## src/rtl/mem_stage_lsu.sv

```systemverilog
// Memory-stage load/store unit with the MEM/WB pipeline register.
// Keeps one data-memory access in flight, stalling upstream and bubbling W meanwhile.
module mem_stage_lsu #(
    parameter int unsigned WIDTH = 32
) (
    input  logic             clk,
    input  logic             rst_n,
    input  logic [WIDTH-1:0] ALUResultM,
    input  logic [WIDTH-1:0] WriteDataM,
    input  logic [WIDTH-1:0] PCPlus4M,
    input  logic [4:0]       RdM,
    input  logic             RegWriteM,
    input  logic             ResultSrcM,
    input  logic             WDMEM,
    input  logic             WD3SrcM,
    output logic             mem_req,
    output logic             mem_we,
    output logic [WIDTH-1:0] mem_addr,
    output logic [WIDTH-1:0] mem_wdata,
    input  logic             mem_gnt,
    input  logic             mem_rvalid,
    input  logic [WIDTH-1:0] mem_rdata,
    output logic             stall_o,
    output logic [WIDTH-1:0] ALUResultW,
    output logic [WIDTH-1:0] ReadDataW,
    output logic [WIDTH-1:0] PCPlus4W,
    output logic [4:0]       RdW,
    output logic             RegWriteW,
    output logic             ResultSrcW,
    output logic             WD3SrcW
);

    typedef enum logic [1:0] {
        S_IDLE = 2'd0,
        S_REQ  = 2'd1,
        S_WAIT = 2'd2
    } state_e;

    state_e           state_q, state_d;
    logic             memop;
    logic             stall_c;
    logic             capture;
    logic             take_rdata;

    logic [WIDTH-1:0] alu_result_q, alu_result_d;
    logic [WIDTH-1:0] read_data_q,  read_data_d;
    logic [WIDTH-1:0] pc_plus4_q,   pc_plus4_d;
    logic [4:0]       rd_q,         rd_d;
    logic             reg_write_q,  reg_write_d;
    logic             result_src_q, result_src_d;
    logic             wd3_src_q,    wd3_src_d;

    // Next state plus stall/capture decision; a non-captured cycle is a W bubble.
    always_comb begin
        state_d    = state_q;
        stall_c    = 1'b0;
        capture    = 1'b0;
        take_rdata = 1'b0;
        memop      = ResultSrcM | WDMEM;

        case (state_q)
            S_IDLE: begin
                if (memop) begin
                    stall_c = 1'b1;
                    state_d = S_REQ;
                end else begin
                    capture = 1'b1;
                end
            end
            S_REQ: begin
                if (!mem_gnt) begin
                    stall_c = 1'b1;
                end else if (ResultSrcM) begin
                    stall_c = 1'b1;
                    state_d = S_WAIT;
                end else begin
                    capture = 1'b1;
                    state_d = S_IDLE;
                end
            end
            S_WAIT: begin
                if (mem_rvalid) begin
                    capture    = 1'b1;
                    take_rdata = 1'b1;
                    state_d    = S_IDLE;
                end else begin
                    stall_c = 1'b1;
                end
            end
            default: state_d = S_IDLE;
        endcase

        alu_result_d = '0;
        read_data_d  = '0;
        pc_plus4_d   = '0;
        rd_d         = '0;
        reg_write_d  = 1'b0;
        result_src_d = 1'b0;
        wd3_src_d    = 1'b0;
        if (capture) begin
            alu_result_d = ALUResultM;
            read_data_d  = take_rdata ? mem_rdata : '0;
            pc_plus4_d   = PCPlus4M;
            rd_d         = RdM;
            reg_write_d  = RegWriteM;
            result_src_d = ResultSrcM;
            wd3_src_d    = WD3SrcM;
        end
    end

    always_ff @(posedge clk or negedge rst_n) begin
        if (!rst_n) begin
            state_q      <= S_IDLE;
            alu_result_q <= '0;
            read_data_q  <= '0;
            pc_plus4_q   <= '0;
            rd_q         <= '0;
            reg_write_q  <= 1'b0;
            result_src_q <= 1'b0;
            wd3_src_q    <= 1'b0;
        end else begin
            state_q      <= state_d;
            alu_result_q <= alu_result_d;
            read_data_q  <= read_data_d;
            pc_plus4_q   <= pc_plus4_d;
            rd_q         <= rd_d;
            reg_write_q  <= reg_write_d;
            result_src_q <= result_src_d;
            wd3_src_q    <= wd3_src_d;
        end
    end

    // Request side is combinational; gating with rst_n drops it the instant reset hits.
    assign stall_o   = rst_n & stall_c;
    assign mem_req   = rst_n & (state_q == S_REQ);
    assign mem_we    = mem_req & WDMEM & ~ResultSrcM;
    assign mem_addr  = {ALUResultM[WIDTH-1:2], 2'b00};
    assign mem_wdata = WriteDataM;

    assign ALUResultW = alu_result_q;
    assign ReadDataW  = read_data_q;
    assign PCPlus4W   = pc_plus4_q;
    assign RdW        = rd_q;
    assign RegWriteW  = reg_write_q;
    assign ResultSrcW = result_src_q;
    assign WD3SrcW    = wd3_src_q;

endmodule
```

## config.mk

```make
export PLATFORM = sky130hd
export DESIGN_NAME = mem_stage_lsu
export DESIGN_NICKNAME = d
export VERILOG_FILES = /design/src/rtl/mem_stage_lsu.sv
export SDC_FILE = /design/constraint.sdc
export NUM_CORES = 1
export LEC_CHECK = 0
export BUFFER_PORTS_ARGS = -buffer_cell sky130_fd_sc_hd__buf_2
export CAP_MARGIN = 20
export CORE_AREA = 5 5 119 121
export CTS_CLUSTER_SIZE = 25
export DETAILED_ROUTE_END_ITERATION = 16
export DIE_AREA = 0 0 124 126
export PLACE_DENSITY = 0.65
export SLEW_MARGIN = 40
export SYNTH_ARGS = -nofsm -noshare
export SYNTH_HDL_FRONTEND = slang
export SYNTH_SLANG_ARGS = --single-unit
```

## constraint.sdc

```tcl
create_clock -name clk -period 1.8 [get_ports clk]
set_clock_uncertainty 0.2 [all_clocks]
set_input_delay 0.27 -clock clk [delete_from_list [all_inputs] [get_ports clk]]
set_output_delay 0.27 -clock clk [all_outputs]
set_load 0.01 [all_outputs]
```

Word level (Yosys, flattened, before mapping)
Index checks and enable logic that the tools add are counted.
{ "totals": {"output_inout_bits": 171, "inputBits": 141, "word_cells": 45, "register_bits": 106} }
{ "classes": {"n_bitwise": 6, "n_eq_ne": 5, "n_mux": 24, "n_reduce_logical": 2} }
{ "ops": {"columns": ["cell", "count"], "rows": [
  ["$mux 32", 4],
  ["$mux 1", 12],
  ["$mux 2", 4],
  ["$ne 2x2->1 const B", 3],
  ["$pmux 1 s3", 2],
  ["$pmux 2 s3", 1],
  ["$mux 5", 1],
  ["$and 1x1->1", 4],
  ["$reduce_and 3->1", 1],
  ["$eq 2x1->1 const B", 1],
  ["$eq 2x2->1 const B", 1],
  ["$logic_not 2->1", 1],
  ["$not 1->1", 1],
  ["$or 1x1->1", 1]
]} }

Depth between registers and ports, before layout
Gate-level depths: netlist of run 1.
{ "logic_depth": {"ltp_word": 4, "mapped_depth": 6, "mapped_depth_nobuf": 3} }

Worst setup path after synthesis of run 1
Ideal clock, no wire load.
{ "synth_path": {"path_kind": "register to register", "from": "register state_q[0]", "to": "register alu_result_q[0] (netlist: ALUResultW[0])", "path_stages_with_launch": 7, "setup_ps": 122, "period_less_slack_ps": 1768, "t_required_ps": 1478, "path_buffers": 3, "arrival_ps": 1446, "setup_slack_ps": 32, "cell_sequence": "dfrtp_1 > buf_2 > and3b_1 > buf_2 > a311oi_2 > buf_2 > nor2b_1"} }
{ "synth_via": {"elab_chain_cells": 3, "word_cells_on_any_way": 5, "cone_classes": "eq/ne: 2; mux: 2; reduce/logical: 1"} }
{ "synth_rtl": {"columns": ["element", "line_no", "source"], "rows": [
  ["start: declaration", "39", "state_e state_q, state_d;"],
  ["start signal: assignment", "122", "state_q <= state_d;"],
  ["$eq 2x2->1 (tied with other cells)", "61", "case (state_q)"],
  ["$pmux 1 s3 (*)", "61", null],
  ["$mux 32 (*)", "100", "if (capture) begin"],
  ["via alu_result_d[0]", "45", "logic [WIDTH-1:0] alu_result_q, alu_result_d;"],
  ["end signal: assignment", "123", "alu_result_q <= alu_result_d;"],
  ["end: declaration", "45", null]
]} }
The timed path passes the listed nets; every way through them passes the cells marked *.
A chain may end at the register's enable or synchronous reset.

Final worst setup path of run 1
{ "layout_path": {"from": "register state_q[0]", "to": "output port stall_o"} }
{ "layout_via": {"elab_chain_cells": 3, "word_cells_on_any_way": 5, "cone_classes": "eq/ne: 2; mux: 1; bitwise: 1; reduce/logical: 1"} }
{ "layout_rtl": {"columns": ["element", "line_no", "source"], "rows": [
  ["$eq 2x2->1 (tied with other cells)", "61", null],
  ["$pmux 1 s3 (*)", "61", null],
  ["$and 1x1->1 (*)", "134", "assign stall_o = rst_n & stall_c;"],
  ["end: declaration", "23", "output logic stall_o,"]
]} }
Every way passes the cells marked *; elsewhere a longest branch is shown, timed or not.

==> reports/qor.yml, run 1 <==
critical_path:
  path_max_fanout: 4
  cp_slowest_cell: "dfrtp_2"
  critPathKind: "reg -> out"
  worstSetupEndpointType: "primary output"
  crit_path_max_incr_delay_ns: 0.45
  worstSetupStartpointType: "flop"
  required_ns: 1.33
  cp_cell_sequence: "nor4_4 > and4b_1 > buf_2"
  r2r_cells: 6
  worstPathArrival_ns: 1.42
clock_tree:
  cts.path.max_buffers: 2
  cts_buffers: 9
  clk_latency_ns: 0.34
  cts_tree: "done"
  cts_sinks: 106
  path_clk_slew_ns: 0.07
  clockRootBuffer: "clkbuf_16"
  htree_num_levels: 3
grt:
  gr-usage-all-layers: 0.1553
  grt_antenna_before_repair: 1
  gr-total-overflow: 0
  grt_pass1_wl_um: 18300
  grt_max_degree: 105
  grt_pass1_vias: 3486
power_and_ir_drop:
  ir_drop_uv: 483.7
  p_per_area_mw_per_mm2: 923.0
  p_leak_uw: 0.003593
  totalPowerFinal_uw: 6066
synth:
  ys_ff_latch: 106
  synth_top_family_by_area: "simple AND/OR/NAND/NOR gates"
  synth.mux.area_fraction: 0
  synth_xor_area_frac: 0
  synthDistinctLibCells: 19
  synth-compound-area-share: 0.008883
  synth_area_mm2: 0.003944
  seq_area_frac_synth: 0.6726
  synthAdderAreaFrac: 0
  avgSynthCellArea_um2: 13.10
  synth_simple_gate_area_share: 0.1805
  yosysWarnings: 0
  synth_cells: 301
die:
  die_h_um: 126
  row_count: 42
  io_pins: 312
  dieArea_mm2: 0.01562
  core_mm2: 0.01298
  die_x_um: 124
  start_util: 0.3038
timing:
  hold_slack_ns: 0.04472
  rsz0062_at_grt: "yes"
  worst_slew_pin_slew_ns: 0.5353
  min_period_over_period: 1.050
  setup_viol: 26
  timing.final.ws_setup_ns: -0.09072
  relSlewSlack: 0.6431
  fin_crit_ns: 1.891
  maxSlewViolCount: 0
  fmax_mhz: 528.9
  hold_violations: 0
placed_design:
  dp.cells: 654
  postPlaceCellArea_mm2: 0.004961
  port_buffers: 245
  place_hpwl_um: 8632
  gp_congestion: 0.7186
final_layout:
  layout.cells.non_filler: 789
  layout_commonest_cell: "buf_2"
  layout_common_cells: "buf_2, dlygate4sd3_1, dfrtp_1"
  post-route-util: 0.5064
  fin_area_mm2: 0.006573
  final_nets: 748
  drive_gt1_frac: 0.4739
  area_growth_syn_to_layout_pct: 66.66
  fillers: 1105
drt:
  dr.pass1.iters: 4
  avgViaCountPerCell: 4.057
  drtIter0Drc: 127
  route.detailed.drc: 0
  ant_nets: 0
  num_vias: 3201
  wl_um: 13340
  post_drt_wl_per_cell_um: 16.91
hold_path:
  holdCritPathClass: "in -> reg"
  min_path_cells: 3
status:
  status: "finished with violations"
  violations: "negative setup slack"
job:
  cap_viol_max_count: 0
-- final timing paths --
| check | end | slack [ns] | startpoint |
|---|---|---|---|
| max | stall_o | -0.09 | state_q[0] |
| min | state_q[1] | 0.04 | mem_gnt |
| max reg2reg | ALUResultW[14] | -0.04 | state_q[0] |
| min reg2reg | state_q[0] | 0.34 | state_q[1] |
| max in group asynchronous | ReadDataW[22] | 0.43 | rst_n |
| min in group asynchronous | state_q[0] | 0.16 | rst_n |
-- cells by family (layout without fill, tap and decap cells) --
group | Yosys count | in the layout
compound gates | 4 | 4
buf+inv | 77 | 387
flops | 106 | 106
other cells | 1 | 3
simple gates | 113 | 113
-- where the power goes --
group	total [µW]	internal (µW)	leakage, µW	switching [µW]
clock	2000	1160	0.000152	842
combinational	1390	734	0.00200	658
sequential	2670	2600	0.00144	75.0
total	6070	4490	0.00359	1570
-- stage by stage --
stage	setup TNS, ns	worst slack (ns)
after floorplan	0	0.03230
after global placement	0	0.1431
after detailed placement	0	0.05588
after CTS	-0.1826	-0.1002
after global routing	-3.464	-0.1796
final	-0.6696	-0.09072
-- layout make-up --
cell class	instances	area, µm²	share of cell area
multi-input cells	119	802.0	0.1220
clock buffers	11	252.7	0.03845
flip-flops and latches	106	2655	0.4040
repair buffers	370	2576	0.3920
inverters	1	3.754	0.0005711
well taps	176	220.2	0.03350
clock inverters	5	60.06	0.009138
diodes	1	2.502	0.0003807
-- synthesized netlist by cell type --
master	count	area (µm²)
nor4_1	1	6.260
buf_2	9	45.04
buf_4	64	480.5
and2_1	33	206.5
dfrtp_1	106	2653
inv_1	1	3.750
and3_1	1	6.260
o21ai_0	1	5.000
nand4_1	1	6.260
nor3_1	1	5.000
and4b_1	1	10.01
clkbuf_1	3	11.26
and3b_1	2	17.52
a311oi_2	1	15.01
conb_1	1	3.750
nor2b_1	72	450.4
o31ai_1	1	7.510
a211oi_1	1	7.510
nand2_1	1	3.750
-- registers in the layout (all words and copies together) (netlist names) --
| name | flops |
|---|---|
| ALUResultW | 32 |
| PCPlus4W | 32 |
| RdW | 5 |
| ReadDataW | 32 |
| RegWriteW | 1 |
| ResultSrcW | 1 |
| WD3SrcW | 1 |
| state_q | 2 |
-- critical path: cells and delay by family (launching register included) --
kind	cells	cell delay [ns]
buf+inv	1	0.14
flops	1	0.45
simple gates	2	0.49
-- per-layer routing --
metal | wire length [µm] | share of wire | global-route usage
met4 | 294 | 0.022 | 0.07088
met1 | 4179 | 0.31 | 0.1403
met5 | 0 | 0 | 0
met3 | 1283 | 0.096 | 0.04439
met2 | 7587 | 0.57 | 0.3073
-- what timing repair did --
item,CTS,global route
hold buffers,106,0
setup buffers,3,2
cloned,0,7
endpoints found under the setup margin,2,50
pin swaps,2,2
hold endpoints to repair,211,0
gates resized for setup,3,12
No activity file was read; power rests on OpenSTA's default activity.
==> inputs of run 2 (changes only) <==
--- a/config.mk
+++ b/config.mk
@@ -12,6 +12,7 @@
 export DETAILED_ROUTE_END_ITERATION = 16
 export DIE_AREA = 0 0 124 126
 export PLACE_DENSITY = 0.65
+export REMOVE_ABC_BUFFERS = 1
 export SLEW_MARGIN = 40
 export SYNTH_ARGS = -nofsm -noshare
 export SYNTH_HDL_FRONTEND = slang
==> run 2 against run 1 <==
  * The run still ends with negative setup slack left
  * Flip-flop and latch count did not move
  * Die area unchanged
  * Combinational power shrank 7%
  * Wire length grew 1.5%
  * Sequential share of layout area is 0.57 points higher
  * Largest power group unchanged
  * Sequential power is essentially flat
  * Hold slack lost 0.026 ns
  * Count of clock-buffer cells in the layout unchanged
  * Core utilization shrank 0.70 points
  * Clock power hardly changed
==> reports/qor.yml, run 2 (synthesis gave the netlist of run 1 again) <==
drt:
  post_drt_wl_per_cell_um: 17.28  # was 16.91 µm
  route.detailed.drc: 0  # unchanged
  ant_nets: 0  # unchanged
  dr.pass1.iters: 4  # unchanged
  num_vias: 3226  # was 3201
  wl_um: 13550  # was 13340 µm
  drtIter0Drc: 43  # was 127
  avgViaCountPerCell: 4.115  # was 4.057
power_and_ir_drop:
  totalPowerFinal_uw: 5935  # was 6066 µW
  p_per_area_mw_per_mm2: 915.7  # was 923.0 mW/mm²
  ir_drop_uv: 453.7  # was 483.7 µV
  p_leak_uw: 0.003551  # was 0.003593 µW
placed_design:
  gp_congestion: 0.7401  # was 0.7186
  dp.cells: 654  # unchanged
  place_hpwl_um: 8858  # was 8632 µm
  port_buffers: 245  # unchanged
critical_path:
  required_ns: 1.33  # about the same
  regToRegStartpoint: "state_q[1]"  # was state_q[0]
  worstSetupEndpointType: "primary output"  # unchanged
  r2r_cells: 6  # unchanged
  critPathKind: "reg -> out"  # unchanged
  worstSetupStartpointType: "flop"  # unchanged
  path_max_fanout: 4  # unchanged
  r2r_end: "ALUResultW[24]"  # was ALUResultW[14]
  rrSetupSlack_ns: -0.06  # was -0.04 ns
  worstPathArrival_ns: 1.40  # was 1.42 ns
final_layout:
  antennaDiodeCount: 0  # was 1
  area_growth_syn_to_layout_pct: 64.34  # was 66.66%
  fillers: 1104  # was 1105
  post-route-util: 0.4993  # was 0.5064
  layout.cells.non_filler: 784  # was 789
  layout_commonest_cell: "buf_2"  # unchanged
  drive_gt1_frac: 0.4688  # was 0.4739
  final_nets: 744  # was 748
  layout_common_cells: "buf_2, dlygate4sd3_1, dfrtp_1"  # unchanged
clock_tree:
  cts_tree: "done"  # unchanged
  cts_buffers: 9  # unchanged
  cts_sinks: 106  # unchanged
  cts.path.max_buffers: 2  # unchanged
  clk_latency_ns: 0.34  # about the same
  htree_num_levels: 3  # unchanged
  path_clk_slew_ns: 0.07  # about the same
  clockRootBuffer: "clkbuf_16"  # unchanged
die:
  die_h_um: 126  # unchanged
  core_mm2: 0.01298  # unchanged
  row_count: 42  # unchanged
  start_util: 0.3038  # unchanged
  die_x_um: 124  # unchanged
  dieArea_mm2: 0.01562  # unchanged
  io_pins: 312  # unchanged
timing:
  fin_crit_ns: 1.875  # was 1.891 ns
  min_period_over_period: 1.042  # was 1.050
  tns_ns: -0.7492  # was -0.6696 ns
  setup_viol: 21  # was 26
  maxSlewViolCount: 0  # unchanged
  timing.final.ws_setup_ns: -0.07476  # was -0.09072 ns
  rsz0062_at_grt: "yes"  # unchanged
  hold_violations: 0  # unchanged
  fmax_mhz: 533.4  # was 528.9 MHz
grt:
  grt_antenna_before_repair: 0  # was 1
  grt_pass1_wl_um: 19130  # was 18300 µm
  gr-usage-all-layers: 0.1641  # was 0.1553
  grt_max_degree: 92  # was 105
  gr-total-overflow: 0  # unchanged
  grt_pass1_vias: 3580  # was 3486
status:
  status: "finished with violations"  # unchanged
  violations: "negative setup slack"  # unchanged
hold_path:
  holdCritPathClass: "in -> reg"  # unchanged
  holdCritStartpoint: "mem_gnt"  # unchanged
  min_to: "state_q[1]"  # unchanged
  min_path_cells: 3  # unchanged
job:
  cap_viol_max_count: 0  # unchanged
## run 2: cell count changes in the layout (fill, tap and decap cells not counted), sizes merged
cell	before	now
inv	2	1
diode	1	0
clkinv	2	3
clkbuf	16	13
buf	259	258
## run 2: stage by stage
| stage | hold slack (ns) | setup slack, ns | area (µm²) |
|---|---|---|---|
| global placement | 0.1243 | 0.1098 | 4949 |
| global route | 0.02059 | -0.1369 | 6481 |
| detailed placement | 0.1158 | 0.06018 | 4949 |
| floorplan | -0.2256 | -1.840 | 3411 |
| CTS | 0.0006177 | -0.1029 | 6349 |
| finish | 0.01922 | -0.07476 | 6481 |
## run 2: timing repair
item,in CTS,in global routing
endpoints found under the hold margin,211,0
endpoints found under the setup margin,2,52
buffers inserted,3,2
resized for setup,3,13
cloned,0,4
hold buffers,106,0
pin swaps,2,1
## run 2: worst max-delay path, cell delays in order (launching register included)
cell     delay (ns)
dfrtp_2        0.44
nor4_4         0.26
and4b_1        0.23
buf_2          0.14
## run 2: how the worst max path moves through the flow
| stage | start | end | slack, ns | cells past startpoint |
|---|---|---|---|---|
| after floorplan | state_q[0] | ALUResultW[0] | -1.84 | 3 |
| after global placement | state_q[0] | ALUResultW[11] | 0.11 | 4 |
| after detailed placement | state_q[0] | RdW[2] | 0.06 | 4 |
| after CTS | state_q[1] | stall_o | -0.10 | 3 |
| after global routing | state_q[0] | stall_o | -0.14 | 3 |
| final | state_q[0] | stall_o | -0.07 | 3 |
## run 2: power breakdown
part           internal, µW  switching (µW)  leakage, µW  total (µW)
sequential             2600            73.6      0.00144        2670
combinational           663             629      0.00196        1290
clock                  1150             823     0.000151        1970
total                  4410            1530      0.00355        5930
## run 2: area by class of cell
| class | count | area (µm²) | share of cell area |
|---|---|---|---|
| Clock buffer | 11 | 252.7 | 0.03900 |
| Tap cell | 176 | 220.2 | 0.03398 |
| Multi-Input combinational cell | 119 | 804.5 | 0.1241 |
| Sequential cell | 106 | 2655 | 0.4097 |
| Inverter | 1 | 3.754 | 0.0005792 |
| Timing Repair Buffer | 366 | 2492 | 0.3846 |
| Clock inverter | 5 | 52.55 | 0.008108 |
## run 2: metal layers
| metal | GRT usage | share of wire | vias to the layer above |
|---|---|---|---|
| met5 | 0 | 0 | - |
| met4 | 0.06057 | 0.017 | 0 |
| met3 | 0.09417 | 0.15 | 19 |
| met2 | 0.2644 | 0.45 | 224 |
| met1 | 0.1790 | 0.38 | 1525 |
| li1 | - | - | 1458 |
